### src/rtl/pattern_pkg.sv
// Shared types, default sizes and the length-mask helper for the pattern scan controller.
package pattern_pkg;

    typedef enum logic [1:0] {
        StIdle = 2'd0,
        StArm  = 2'd1,
        StScan = 2'd2,
        StDone = 2'd3
    } state_t;

    localparam int unsigned DEF_PAT_W = 8;
    localparam int unsigned DEF_CNT_W = 8;
    localparam int unsigned DEF_WIN_W = 16;
    localparam int unsigned MAX_PAT_W = 64;

    // Low `len` bits set; callers truncate to their own pattern width.
    function automatic logic [MAX_PAT_W-1:0] len_mask(input int unsigned len);
        logic [MAX_PAT_W-1:0] m;
        m = '0;
        for (int unsigned i = 0; i < MAX_PAT_W; i++) begin
            if (i < len) m[i] = 1'b1;
        end
        return m;
    endfunction

endpackage

### src/rtl/pattern_match_core.sv
// Shift register, fill counter and masked compare for serial pattern matching.
// PATTERN_OVERLAP_EN keeps fill on a match so overlapping occurrences are counted.
module pattern_match_core
    import pattern_pkg::*;
#(
    parameter int unsigned PAT_W = DEF_PAT_W,
    parameter int unsigned LEN_W = $clog2(PAT_W + 1)
) (
    input  logic             clk,
    input  logic             rst,
    input  logic             clear,
    input  logic             shift_en,
    input  logic             bit_in,
    input  logic [PAT_W-1:0] pattern,
    input  logic [LEN_W-1:0] len,
    output logic             match_now
);

    logic [PAT_W-1:0] sr_q, sr_next, mask;
    logic [LEN_W-1:0] fill_q, fill_next;

    assign sr_next   = {sr_q[PAT_W-2:0], bit_in};
    assign fill_next = (fill_q == LEN_W'(PAT_W)) ? fill_q : fill_q + 1'b1;
    assign mask      = PAT_W'(len_mask(32'(len)));
    assign match_now = shift_en && (fill_next >= len) && (((sr_next ^ pattern) & mask) == '0);

    always_ff @(posedge clk or posedge rst) begin
        if (rst) begin
            sr_q   <= '0;
            fill_q <= '0;
        end else if (clear) begin
            sr_q   <= '0;
            fill_q <= '0;
        end else if (shift_en) begin
            sr_q <= sr_next;
`ifdef PATTERN_OVERLAP_EN
            fill_q <= fill_next;
`else
            fill_q <= match_now ? '0 : fill_next;
`endif
        end
    end

endmodule

### src/rtl/pattern_scan_ctrl.sv
// Run controller: latches config, sequences a scan, counts matches, reports hit/done.
// Overlapping-match counting is selected by PATTERN_OVERLAP_EN in pattern_match_core.
module pattern_scan_ctrl
    import pattern_pkg::*;
#(
    parameter int unsigned PAT_W = DEF_PAT_W,
    parameter int unsigned LEN_W = $clog2(PAT_W + 1),
    parameter int unsigned CNT_W = DEF_CNT_W,
    parameter int unsigned WIN_W = DEF_WIN_W
) (
    input  logic             clk,
    input  logic             rst,
    input  logic             start,
    input  logic             abort,
    input  logic [PAT_W-1:0] cfg_pattern,
    input  logic [LEN_W-1:0] cfg_len,
    input  logic [CNT_W-1:0] cfg_target,
    input  logic [WIN_W-1:0] cfg_window,
    input  logic             in_valid,
    input  logic             in,
    output logic             in_ready,
    output logic             match,
    output logic             busy,
    output logic             done,
    output logic             hit,
    output logic [CNT_W-1:0] match_count
);

    state_t           state_q, state_d;
    logic [PAT_W-1:0] pat_q;
    logic [LEN_W-1:0] len_q;
    logic [CNT_W-1:0] target_q, count_q;
    logic [WIN_W-1:0] win_cfg_q, win_q, win_next;
    logic             match_q, hit_q;
    logic             accept, match_now, target_now, window_now, cfg_bad;

    assign accept     = in_valid && in_ready;
    assign cfg_bad    = (cfg_len == '0) || (32'(cfg_len) > PAT_W);
    assign win_next   = (win_q == '1) ? win_q : win_q + 1'b1;
    assign target_now = accept && match_now && (count_q + 1'b1 == target_q);
    assign window_now = accept && (win_cfg_q != '0) && (win_next == win_cfg_q);

    pattern_match_core #(
        .PAT_W (PAT_W),
        .LEN_W (LEN_W)
    ) u_core (
        .clk       (clk),
        .rst       (rst),
        .clear     (state_q == StArm),
        .shift_en  (accept),
        .bit_in    (in),
        .pattern   (pat_q),
        .len       (len_q),
        .match_now (match_now)
    );

    always_ff @(posedge clk or posedge rst) begin
        if (rst) state_q <= StIdle;
        else     state_q <= state_d;
    end

    always_comb begin
        state_d = state_q;
        unique case (state_q)
            StIdle: if (start) state_d = (cfg_bad || cfg_target == '0) ? StDone : StArm;
            StArm:  state_d = abort ? StDone : StScan;
            StScan: if (abort || target_now || window_now) state_d = StDone;
            StDone: state_d = StIdle;
            default: state_d = StIdle;
        endcase
    end

    always_comb begin
        busy     = (state_q == StArm) || (state_q == StScan);
        in_ready = (state_q == StScan);
        done     = (state_q == StDone);
    end

    assign match       = match_q;
    assign hit         = hit_q;
    assign match_count = count_q;

    always_ff @(posedge clk or posedge rst) begin
        if (rst) begin
            pat_q     <= '0;
            len_q     <= '0;
            target_q  <= '0;
            win_cfg_q <= '0;
            win_q     <= '0;
            count_q   <= '0;
            match_q   <= 1'b0;
            hit_q     <= 1'b0;
        end else begin
            match_q <= 1'b0;
            unique case (state_q)
                StIdle: begin
                    if (start) begin
                        pat_q     <= cfg_pattern;
                        len_q     <= cfg_len;
                        target_q  <= cfg_target;
                        win_cfg_q <= cfg_window;
                        if (cfg_bad || cfg_target == '0) begin
                            hit_q   <= !cfg_bad;
                            count_q <= '0;
                        end
                    end
                end
                StArm: begin
                    win_q   <= '0;
                    count_q <= '0;
                    hit_q   <= 1'b0;
                end
                StScan: begin
                    if (accept) begin
                        win_q <= win_next;
                        if (match_now && count_q != target_q) begin
                            count_q <= count_q + 1'b1;
                            match_q <= 1'b1;
                        end
                        // A bit accepted alongside abort still counts but never succeeds.
                        if (target_now && !abort) hit_q <= 1'b1;
                    end
                end
                default: ;
            endcase
        end
    end

endmodule

### config.mk
export PLATFORM = sky130hd
export DESIGN_NAME = pattern_scan_ctrl
export DESIGN_NICKNAME = d
export VERILOG_FILES = /design/src/rtl/pattern_pkg.sv /design/src/rtl/pattern_match_core.sv /design/src/rtl/pattern_scan_ctrl.sv
export SDC_FILE = /design/constraint.sdc
export NUM_CORES = 1
export LEC_CHECK = 0
export ABC_AREA = 1
export BUFFER_PORTS_ARGS = -buffer_cell sky130_fd_sc_hd__buf_2
export CORE_MARGIN = 1.5
export CORE_UTILIZATION = 35
export DETAILED_ROUTE_END_ITERATION = 8
export PLACE_DENSITY_LB_ADDON = 0.12
export SLEW_MARGIN = 20
export SYNTH_ARGS = -nofsm -noshare
export SYNTH_HDL_FRONTEND = slang
export SYNTH_SLANG_ARGS = --single-unit
### constraint.sdc
create_clock -name clk -period 3.2 [get_ports clk]
set_input_delay 0.64 -clock clk [delete_from_list [all_inputs] [get_ports clk]]
set_output_delay 0.64 -clock clk [all_outputs]
set_load 0.01 [all_outputs]
# ---- After elaboration in Yosys (flattened, before gate mapping)
# Index checks and enable logic that the tools add are counted.
dict set report classes {
  eq_ne 14
  n_bitwise 2
  n_reduce_logical 29
  muxes 35
  multipliers 0
  add_sub_neg 3
  div_mod_pow 0
  shifts 0
  magnitude_cmp 10
}
# op count
set op_table {}
lappend op_table {{$mux 16} 2}
lappend op_table {{$mux 8} 4}
lappend op_table {{$pmux 16 s2} 1}
lappend op_table {{$pmux 8 s3} 1}
lappend op_table {{$add 16x1->16 const B} 1}
lappend op_table {{$eq 16x16->1} 1}
lappend op_table {{$eq 16x16->1 const B} 1}
lappend op_table {{$logic_not 8->1} 2}
lappend op_table {{$lt 3x4->1 const A} 4}
lappend op_table {{$mux 1} 16}
lappend op_table {{$mux 4} 4}
lappend op_table {{$reduce_bool 16->1} 1}
lappend op_table {{$mux 7} 2}
lappend op_table {{$reduce_and 5->1} 2}
lappend op_table {{$logic_and 1x1->1} 9}
lappend op_table {{$add 8x1->8 const B} 1}
lappend op_table {{$and 8x8->8} 1}
lappend op_table {{$eq 8x8->1} 1}
lappend op_table {{$lt 1x4->1 const A} 2}
lappend op_table {{$lt 2x4->1 const A} 2}
lappend op_table {{$ne 2x1->1 const B} 4}
lappend op_table {{$ne 8x8->1} 1}
lappend op_table {{$pmux 2 s4} 1}
lappend op_table {{$xor 8x8->8} 1}
lappend op_table {{16 further kinds} 28}
dict set report word_totals {
  n_memories 0
  rom_bits 0
  output_inout_bits 13
  register_bits 75
  mem_bits_rw 0
  word_cells 104
  latchBits 0
  inputBits 42
}

# ---- Longest topological paths before layout
# Gate-level depths: netlist (run 1).
dict set report logic_depth {
  ltp_word 11
  depth_mapped 20
  depth_no_buf 20
}

# ---- Cells and area by module
# From an unflattened synthesis (run 1), not the netlist that was laid out.
dict set report unflattened {
  hier_cells 591
  area_unflattened_um2 4529.3
}
# mod instances area_each_um2 cells_each seq_area_each_um2
set modules_own_cells {}
lappend modules_own_cells {pattern_scan_ctrl 1 3692.3 461 1601.5}
lappend modules_own_cells {pattern_match_core 1 837.1 130 275.3}

# ---- Least setup slack after synthesis (run 1)
# Ideal clock, no wire load.
dict set report synth_timing {
  path_kind {register to register}
  startpoint {reg u_core.fill_q[0]}
  endpoint {reg count_q[0] (netlist: match_count[0])}
  path_buffers 0
  t_arrival_ns 2.041
  path_slack_ns 1.026
  stages_incl_launch_ff 17
  required_ns 3.067
  setup_ns 0.133
  period_less_slack_ns 2.174
  cell_sequence {dfrtp_1 -> inv_1 -> ha_1 -> nand2_1 -> nor2_1 -> xor2_1 -> ha_1 -> o21bai_1 -> nand3_1 -> nand3_1 -> nand2_1 -> inv_1 -> nand3_2 -> a31oi_2 -> nor2_1 -> nor2_4 -> a21oi_1}
}
dict set report synth_via {
  elab_chain_len 8
  elab_cells_between_ends 9
  cone_classes {add/sub: 1; order compare: 1; eq/ne: 2; mux: 1; reduce/logical: 4}
}
# item line
set synth_rtl {}
lappend synth_rtl {{start: declaration} pattern_match_core.sv:20} ;# logic [LEN_W-1:0] fill_q, fill_next;
lappend synth_rtl {{start signal: assignment} pattern_match_core.sv:39} ;# fill_q <= match_now ? '0 : fill_next;
lappend synth_rtl {{$add 4x1->4 or $eq 4x4->1 (tied branches)} pattern_match_core.sv:23} ;# assign fill_next = (fill_q == LEN_W'(PAT_W)) ? fill_q : fill_q + 1'b1;
lappend synth_rtl {{$mux 4 (*)} pattern_match_core.sv:23}
lappend synth_rtl {{$ge 4x4->1 (*)} pattern_match_core.sv:25} ;# assign match_now = shift_en && (fill_next >= len) && (((sr_next ^ pattern) & mask) == '0);
lappend synth_rtl {{$logic_and 1x1->1 (*) (2 in a row)} pattern_match_core.sv:25}
lappend synth_rtl {{$logic_and 1x1->1 (*)} pattern_scan_ctrl.sv:116} ;# if (match_now && count_q != target_q) begin
lappend synth_rtl {{$ne 2x1->1 (no source line) (*)} --}
lappend synth_rtl {{$reduce_and 5->1 (no source line) (*)} --}
lappend synth_rtl {{end signal: assignment} pattern_scan_ctrl.sv:117} ;# count_q <= count_q + 1'b1;
lappend synth_rtl {{end: declaration} pattern_scan_ctrl.sv:32} ;# logic [CNT_W-1:0] target_q, count_q;
# Mark *: on every way between the ends. The rest lies on a longest branch, timed or not.
# A chain may end at the register's enable or synchronous reset.

# ---- Worst setup path after layout (run 1)
dict set report layout_timing {
  startpoint {reg u_core.fill_q[0]}
  endpoint {reg count_q[4] (netlist: match_count[4])}
}
# Same word-level chain as after synthesis.

==> impl_results.md, run 1 <==
- Status: completed
- Die Footprint: 13,700 µm²
- Routed WL per cell: 14.2 µm
- CTS tree: done
- Layout cells sized above 1: 18.1%
- Core area: 12,700 µm²
- Layout net count: between 600 and 700
- DR vias/cell: 4.85
- Top Ports: 55
- Most common flop cell mapped by yosys: dfrtp_1
- Kind of critical path: flip-flop to flip-flop
- Max H-tree Level: 3
- Vias in the first global route: approximately 4,000
- Clk pin slew, worst setup/hold paths: approximately 60 ps
- Starting Density: approximately 36%
- Setup bufs post-CTS: 0
- Most frequent cells in the layout: 129 x nand2_1, 77 x inv_1, 75 x dfrtp_1, 68 x nor2_1, 54 x buf_2
- Setup ws final: 613 ps
- Ant. Diodes: 0
- Die W: between 100 and 150 µm
- Max Freq: ~0.39 GHz
- Cts bufs inserted: 9
- Routability cong.: 0.862
- RSZ-0062 raised after global routing: false
- Max-cap viol count: 0
- Initial antenna violation count: 0
- Detailed Route WL: about 12,000 µm
- Clk buf depth: 2
- Clock sink total: 75
- Slew Viols, Final: 0
- Crit start category: flip-flop
- GRT Overall Usage: a little under a fifth
- Final hold viol count: 0
- DR DRC count: 0
- Synthesis-stage register bit count: 75
- Via count: between 3,000 and 4,000
- Port-buffer cells: 54
- First-pass GRT wire length: around 19,000 µm
- Clk_skew: about 12 ps
- Critical Path AT: 2810 ps
- Clock root buffer: clkbuf_16
- CP Max Fanout: 6
- Critical Path Start: u_core.fill_q[0]
- YS warnings: 0
- Worst rel slew slack: 43.3%
- Filler instances: 1,292
- Tcrit/Tclk final: 80.9%
- Tmin final: 2590 ps
- Total power: roughly 4.1 mW
- FF-to-FF setup slack: 610 ps
- Post-Route Setup TNS: 0 ps
- Critical Path RT: 3420 ps
- GRT Residual Overflow: 0
- FP Rows: 41
- Mapped Cells: around 590
- Final setup violation count: 0
- Later-pin clock latency in the skew report: approximately 350 ps
- CTS Hold Bufs: 0
- Worst Tran Pin Value: 847 ps
- Drt first pass iters: 4
- Synthesis-to-finish area growth: 17.1%
- Fin Hold WS: 362 ps
- Netlist cell types: 37
- Netlist Area Pre-Place: around 4600 µm²
- Place WS: 645 ps
- Ys async rst share: 100%
- Syn_area_per_cell: 7.75 µm²
- Antenna-violating nets left: 0
- Placed cell area: between 5000 and 6000 µm²
- Die Y: about 120 µm
- Hold crit path type: input pin to async pin
- Max rail drop VDD: 0.000364 V
- Initial DRC Count: about 290
- Post-synth net total: 643
- Largest net degree at the start of global routing: 41
- Register area share after synthesis: 41.2%
- Post-DP HPWL: 8770 µm
- LEAKAGE: 2.71 nW
- Critical Path End Type: flip-flop
- Post-synth EDFFs: 0
- PostCTS Resize Cnt: 0
- Reg-to-Reg Start: u_core.fill_q[0]
- Commonest non-fill, non-tap cell in the layout: nand2_1
- Final Cell Area: 5340 µm²
- Total power per unit cell area: 771 nW/µm²
## area by class of cell
| cell class | instances | area, µm² | area share [%] |
|---|---|---|---|
| clock buffer | 9 | 225 | 4.22 |
| clock inverter | 7 | 92.6 | 1.73 |
| inverter | 79 | 298 | 5.58 |
| multi-input combinational | 421 | 2320 | 43.6 |
| sequential | 75 | 1880 | 35.2 |
| tap | 172 | 215 | 4.03 |
| timing repair buffer | 57 | 305 | 5.72 |
## path summary, 6_finish.rpt
| path | endpoint | depth (start not counted) |
|---|---|---|
| max | match_count[4] | 16 |
| min | pat_q[0] | 2 |
| max reg2reg | match_count[4] | 16 |
| min reg2reg | hit | 2 |
| max in group asynchronous | win_cfg_q[1] | 3 |
| min in group clk | pat_q[7] | 2 |
## metal layers
layer | track usage, % | vias to the layer above | routed length [µm]
met4 | 8.76 | 0 | 261
li1 | - | 2013 | -
met1 | 24.4 | 1876 | 5500
met2 | 30.3 | 68 | 5590
met5 | 0 | - | 0
met3 | 2.68 | 18 | 327
## state kept, by name, indices dropped and copies added, names as in the netlist
name,count
hit,1
pat_q,8
u_core.fill_q,4
target_q,8
win_cfg_q,16
len_q,4
state_q,2
match_count,8
u_core.sr_q,7
win_q,16
match,1
## stage by stage
step	util [%]	std cells
final	42.1	820
after global routing	42.1	820
after CTS	42.1	820
after detailed placement	39.6	804
after global placement	39.6	804
after floorplan	-	588
## critical path, stage by stage (launching register included)
cell and delay, ps:
dfrtp_1 400, inv_1 80, ha_1 200, nand2_1 80, nor2_1 50, xor2_1 160
ha_1 190, o21bai_1 140, nand3_1 90, nand3_1 70, nand2_1 50, inv_1 80
nand3_2 130, a31oi_2 300, nor2_1 150, nor2_4 190, o22ai_1 100
## where the power goes
group / total (mW) / internal [mW] / switching, mW
clock: 1.12 / 0.680 / 0.437
combinational: 1.54 / 0.613 / 0.926
sequential: 1.46 / 1.23 / 0.231
total: 4.12 / 2.52 / 1.59
## cells by family (layout without fill, tap and decap cells)
family / count (synthesis) / after routing / synth area share, %
buf+inv: 92 / 152 / 7.85
fa+ha+maj: 13 / 13 / 3.57
xor+xnor: 32 / 32 / 6.48
flops: 75 / 75 / 41.2
compound gates: 77 / 77 / 9.50
simple gates: 283 / 283 / 27.5
mux: 16 / 16 / 3.95
## synthesized netlist by cell type, types with 2 or more instances
cell type  number  area [µm²]
a21oi_1        23         115
clkbuf_1        9        33.8
dfrtp_1        75        1880
ha_1           13         163
inv_1          78         293
mux2_2         16         180
nand2_1       130         488
nand2_2        12        75.1
nand3_1        46         230
nand3_2         3        30.0
nand4_1        10        62.6
nor2_1         68         255
nor2_2          3        18.8
nor2_4          2        22.5
nor3_1          2        10.0
nor4_1          3        18.8
o21ai_0        25         125
o21ai_1         5        25.0
o22ai_1        16         100
o32ai_1         2        17.5
or2_2           2        12.5
xnor2_1         5        43.8
xor2_1         26         228
Note: power is estimated with default switching activity, not from simulation.
==> inputs of run 2 (changes only) <==
==> constraint.sdc (replaced) <==
create_clock -name clk -period 2.4 [get_ports clk]
set_input_delay 0.48 -clock clk [delete_from_list [all_inputs] [get_ports clk]]
set_output_delay 0.48 -clock clk [all_outputs]
set_load 0.01 [all_outputs]
==> run 2 against run 1 <==
Sequential share of layout area down 2.0 points. Count of clock-buffer cells in the layout up 5. Design area grew 6.0%. First-iteration DRC count grew 0.35%. Non-clock buffer count grew 25. Final cell count increased by 2.9%. Global-route usage grew 0.36 points. Wire length is 2.3% higher. Via count rose by 2.0%. Critical endpoint is now match_count[5]. Largest power group unchanged.
==> impl_results.md, run 2 (synthesis gave the netlist of run 1 again) <==
- DR DRC count: 0
- Clk buf depth: 2
- Routability cong.: around 0.85
- Placed cell count: a little over 800
- Slew Viols, Final: 0
- Cts bufs inserted: 9
- Switching Share: 38.9%
- Post-DP HPWL: 9020 µm
- Top Ports: 55
- Clock root buffer: clkbuf_16
- Largest net degree at the start of global routing: 45
- Placed cell area: 5170 µm²
- Final setup violation count: 0
- Total power: 5.59 mW
- Critical Path AT: 2530 ps
- Die Y: 117 µm
- Critical Path RT: 2620 ps
- Share of the core filled with cells: 44.7%
- Via count: 4,055
- Reg power frac: 34.5%
- Met3 routed WL: about 400 µm
- Reg-to-Reg Start: u_core.fill_q[0]
- R2R cell count: 14
- Worst Tran Pin Value: 622 ps
- Tmin final: between 2000 and 2500 ps
- Max-cap viol count: 0
- Int Pwr: 3.42 mW
- Worst rel slew slack: a little under 60%
- Layout cells sized above 1: 24.7%
- Max H-tree Level: 3
- First-pass GRT wire length: 19,800 µm
- Antenna-violating nets left: 0
- Die W: 117 µm
- Port-buffer cells: 54
- Hold crit path type: input pin to async pin
- Final hold viol count: 0
- Max rail drop VDD: approximately 0.00042 V
- RSZ-0062 raised after global routing: true
- Worst R2R End: match_count[5]
- Synthesis-to-finish area growth: 24.2%
- Layout Cells excl Fill: about 840
- Routed WL per cell: roughly 14 µm
- Uppermost layer routed: met4
- CTS tree: done
- Initial DRC Count: 290
- CP Max Fanout: 6
- Commonest non-fill, non-tap cell in the layout: nand2_1
- Detailed Route WL: 11,900 µm
- Clock share of power: 23.3%
- Clock sink total: 75
- Drt first pass iters: 4
- Core area: 12,700 µm²
- Share of total power in combinational logic: 42.2%
- Top flop regs: win_cfg_q (16), win_q (16)
- Crit start category: flip-flop
- Initial antenna violation count: 0
- Tcrit/Tclk final: 96.4%
- Clk pin slew, worst setup/hold paths: 60 ps
- Later-pin clock latency in the skew report: 340 ps
- Total power per unit cell area: just under 1000 nW/µm²
- Met2 WL post-DR: 5970 µm
- GRT Overall Usage: 18.9%
- Max Freq: 0.432 GHz
- DR vias/cell: just under 5
- Met1 Routed Length: approximately 5400 µm
- FF-to-FF setup slack: about 87 ps
- Critical Path End Type: flip-flop
- Status: completed
- Die Footprint: 13,700 µm²
- Final Cell Area: between 5000 and 6000 µm²
- Kind of critical path: flip-flop to flip-flop
- Starting Density: a little over a third
- FP Rows: 41
- GRT Residual Overflow: 0
- Layout net count: 723
- LEAKAGE: 2.84 nW
- Clk_skew: 7.06 ps
- P_sw: about 2.2 mW
- Vias in the first global route: 4,035
- Most frequent cells in the layout: 127 x nand2_1, 75 x dfrtp_1, 73 x inv_1, 62 x nor2_1, 54 x buf_2
- Ant. Diodes: 0
-- run 2: worst max-delay path, cell delays in order, from the launching register on --
cell and delay [ps]:
dfrtp_1 400, buf_4 150, nand3_1 70, xor2_1 200
inv_1 100, ha_4 290, nand3_1 70, nand3_1 80
nand2_1 60, inv_2 60, nand3_4 90, a31oi_4 200
nor2_4 60, nor2_4 220, o22ai_2 120
-- run 2: metrics by stage --
| step | setup TNS, ps | setup WS [ps] | hold slack (ps) |
|---|---|---|---|
| floorplan | 0 | 10.0 | 489 |
| global placement | 0 | 127 | 503 |
| detailed placement | 0 | 9.74 | 510 |
| CTS | 0 | 8.79 | 195 |
| global route | -425 | -72.6 | 223 |
| finish | 0 | 86.8 | 176 |
-- run 2: what timing repair did --
item	CTS	global route
buffers inserted	0	7
setup endpoints to repair	0	11
hold buffers	0	0
gates resized for setup	0	35
-- run 2: power by group through the flow --
stage	Sequential [mW]	Clock [mW]	Combinational, mW
final	1.93	1.30	2.36
after global placement	1.94	0	2.14
after detailed placement	1.94	0	2.17
after global routing	1.99	1.39	2.70
after floorplan	1.88	0	1.56
after CTS	1.93	1.35	2.18
-- run 2: per-layer routing --
metal	GRT usage, %	up-vias
met4	5.86	0
met3	4.69	13
li1	-	2067
met5	0	-
met2	31.7	58
met1	24.2	1917
-- run 2: worst max path at each step --
stage	start	endpoint	slack [ps]	cells after the start
2_1_floorplan	rst	hit	10	1
3_3_place_gp	u_core.fill_q[0]	match_count[0]	130	16
3_5_place_dp	u_core.fill_q[0]	match_count[5]	10	16
4_1_cts	u_core.fill_q[0]	match_count[5]	9	16
5_1_grt	u_core.fill_q[0]	match_count[5]	-70	14
6_report	u_core.fill_q[0]	match_count[5]	90	14
-- run 2: cell type report --
| class | instances | area, µm² |
|---|---|---|
| Multi-Input combinational cell | 421 | 2480 |
| Sequential cell | 75 | 1880 |
| Inverter | 79 | 298 |
| Fill cell | 1302 | 7010 |
| Tap cell | 172 | 215 |
| Clock buffer | 14 | 274 |
| Clock inverter | 1 | 7.51 |
| Timing Repair Buffer | 82 | 505 |
==> inputs of run 3 (changes only) <==
--- a/config.mk
+++ b/config.mk
@@ -9,6 +9,7 @@
 export BUFFER_PORTS_ARGS = -buffer_cell sky130_fd_sc_hd__buf_2
 export CORE_MARGIN = 1.5
 export CORE_UTILIZATION = 35
+export CTS_BUF_LIST = sky130_fd_sc_hd__clkbuf_8
 export DETAILED_ROUTE_END_ITERATION = 8
 export PLACE_DENSITY_LB_ADDON = 0.12
 export SLEW_MARGIN = 20
==> run 3 against run 2 <==
Wire length shrank 0.73%. Hold slack lost 29 ps. Non-clock buffer count is the same. Global-route usage is essentially flat. Final cell count is the same. Fmax shrank 0.34%. Largest power group unchanged.
==> impl_results.md, run 3 (synthesis gave the netlist of run 1 again) <==
- Status: completed
- Fin Hold WS: 146 ps
- Multi-input gate area: 2480 µm²
- Worst Tran Pin Value: 642 ps
- LEAKAGE: 2.80 nW
- Max H-tree Level: 3
- Total power per unit cell area: 937 nW/µm²
- Max rail drop VDD: 0.000354 V
- Post-Route Setup TNS: 0 ps
- CP most frequent cell: nand3_1
- Die Footprint: around 14,000 µm²
- DR vias/cell: 4.78
- Critical Path AT: roughly 2600 ps
- Commonest non-fill, non-tap cell in the layout: nand2_1
- Critical Path RT: 2640 ps
- Initial DRC Count: roughly 280
- Max-cap viol count: 0
- Post-DP HPWL: 9020 µm
- Starting Density: between 30% and 40%
- CTS tree: done
- CP Cell Sequence: buf_4, nand3_1, xor2_1, inv_1, ha_4, nand3_1, nand3_1, nand2_1, inv_2, nand3_4, a31oi_4, nor2_4, nor2_4, o22ai_2
- Routability cong.: 0.847
- Slew Viols, Final: 0
- Largest net degree at the start of global routing: 45
- DR DRC count: 0
- Ant. Diodes: 0
- Core area: 12,700 µm²
- Synthesis-to-finish area growth: 22.0%
- Kind of critical path: flip-flop to flip-flop
- First-pass GRT wire length: about 20,000 µm
- Worst rel slew slack: 56.8%
- Detailed Route WL: 11,900 µm
- RSZ-0062 raised after global routing: true
- Tmin final: 2320 ps
- Clk pin slew, worst setup/hold paths: 80 ps
- Drt first pass iters: 5
- Antenna-violating nets left: 0
- Top Ports: 55
- Routed WL per cell: 14.0 µm
- Final setup violation count: 0
- Tcrit/Tclk final: 96.7%
- Via count: 4,035
- Slowest CP cell: dfrtp_1
- Die Y: ~120 µm
- Port-buffer cells: 54
- Crit start category: flip-flop
- Clock root buffer: clkbuf_8
- Final Cell Area: 5560 µm²
- Placed cell area: 5170 µm²
- Later-pin clock latency in the skew report: around 370 ps
- Filler instances: 1,310
- Clk_skew: 8.55 ps
- Hold crit path type: input pin to async pin
- Die W: approximately 120 µm
- Cts bufs inserted: 9
- Layout net count: 723
- Flip-flop and latch area: 1880 µm²
- Clk buf depth: 2
- Clock sink total: 75
- FP Rows: 41
- Top flop regs: win_cfg_q (16), win_q (16)
- Layout cells sized above 1: 24.9%
- Most frequent cells in the layout: 126 x nand2_1, 75 x inv_1, 75 x dfrtp_1, 62 x nor2_1, 54 x buf_2
- GRT Overall Usage: 18.9%
- Max Freq: 0.431 GHz
- Final hold viol count: 0
- Initial antenna violation count: 0
- GRT Residual Overflow: 0
- Critical Path End Type: flip-flop
- CP Max Fanout: 6
- Vias in the first global route: 4,022
- Crit path largest cell delay: 410 ps
==> run 3: changes by cell type in the layout (fill, tap and decap cells not counted) <==
cell | before | now
clkbuf_1 | 2 | 0
clkbuf_8 | 3 | 12
inv_1 | 73 | 75
nand2_1 | 127 | 126
clkbuf_16 | 9 | 0
nand2_2 | 13 | 14
==> run 3: layout make-up <==
type,instances,share of cell area [%]
Clock inverter,3,0.270
Inverter,79,5.36
Clock buffer,12,2.97
Multi-Input combinational cell,421,44.7
Timing Repair Buffer,82,9.09
Tap cell,172,3.87
Sequential cell,75,33.8
==> run 3: worst max-delay path, delay by kind of cell, from the launching register on <==
family	cells	cell delay (ps)
and+or+nand+nor	7	650
xor gates and xnor gates	1	200
buffers and inverters	3	320
adders and majority gates	1	290
AOI/OAI and AO/OA	2	310
DFF	1	410
==> run 3: timing repair <==
| action | CTS | global route |
|---|---|---|
| endpoints found under the setup margin | 0 | 11 |
| resized for setup | 0 | 36 |
| buffers inserted | 0 | 7 |
| hold buffers | 0 | 0 |
==> run 3: power by group <==
group | total [mW] | switching, mW | leakage [nW] | internal (mW)
Sequential | 1.92 | 0.290 | 0.945 | 1.63
Combinational | 2.36 | 1.36 | 1.76 | 0.998
Clock | 0.927 | 0.479 | 0.0971 | 0.448
Total | 5.21 | 2.13 | 2.80 | 3.08
==> run 3: worst paths after layout <==
| path | end | start | cells after the start | slack [ps] |
|---|---|---|---|---|
| min in group clk | pat_q[5] | cfg_pattern[5] | 2 | 340 |
| max in group asynchronous | win_q[12] | rst | 3 | 1620 |
| worst max register to register | match_count[7] | u_core.fill_q[0] | 14 | 80 |
| worst min register to register | hit | hit | 2 | 520 |
| worst min-delay path | u_core.sr_q[0] | rst | 2 | 150 |
| worst max-delay path | match_count[7] | u_core.fill_q[0] | 14 | 80 |
==> run 3: layer usage <==
metal,global-route usage [%],share of wire (%),vias to the layer above
li1,-,-,2067
met1,24.2,45,1902
met2,31.7,50,53
met3,4.99,3.3,13
met4,5.14,1.7,0
met5,0,0,-
==> run 3: stage by stage <==
step | power [mW] | cells | setup WS [ps] | util, %
2_1_floorplan | 3.44 | 588 | 10.0 | -
3_5_place_dp | 4.12 | 822 | 9.74 | 40.8
4_1_cts | 5.07 | 837 | 6.32 | 42.2
3_3_place_gp | 4.08 | 822 | 127 | 40.8
5_1_grt | 5.70 | 844 | -78.1 | 43.9
6_report | 5.21 | 844 | 78.9 | 43.9
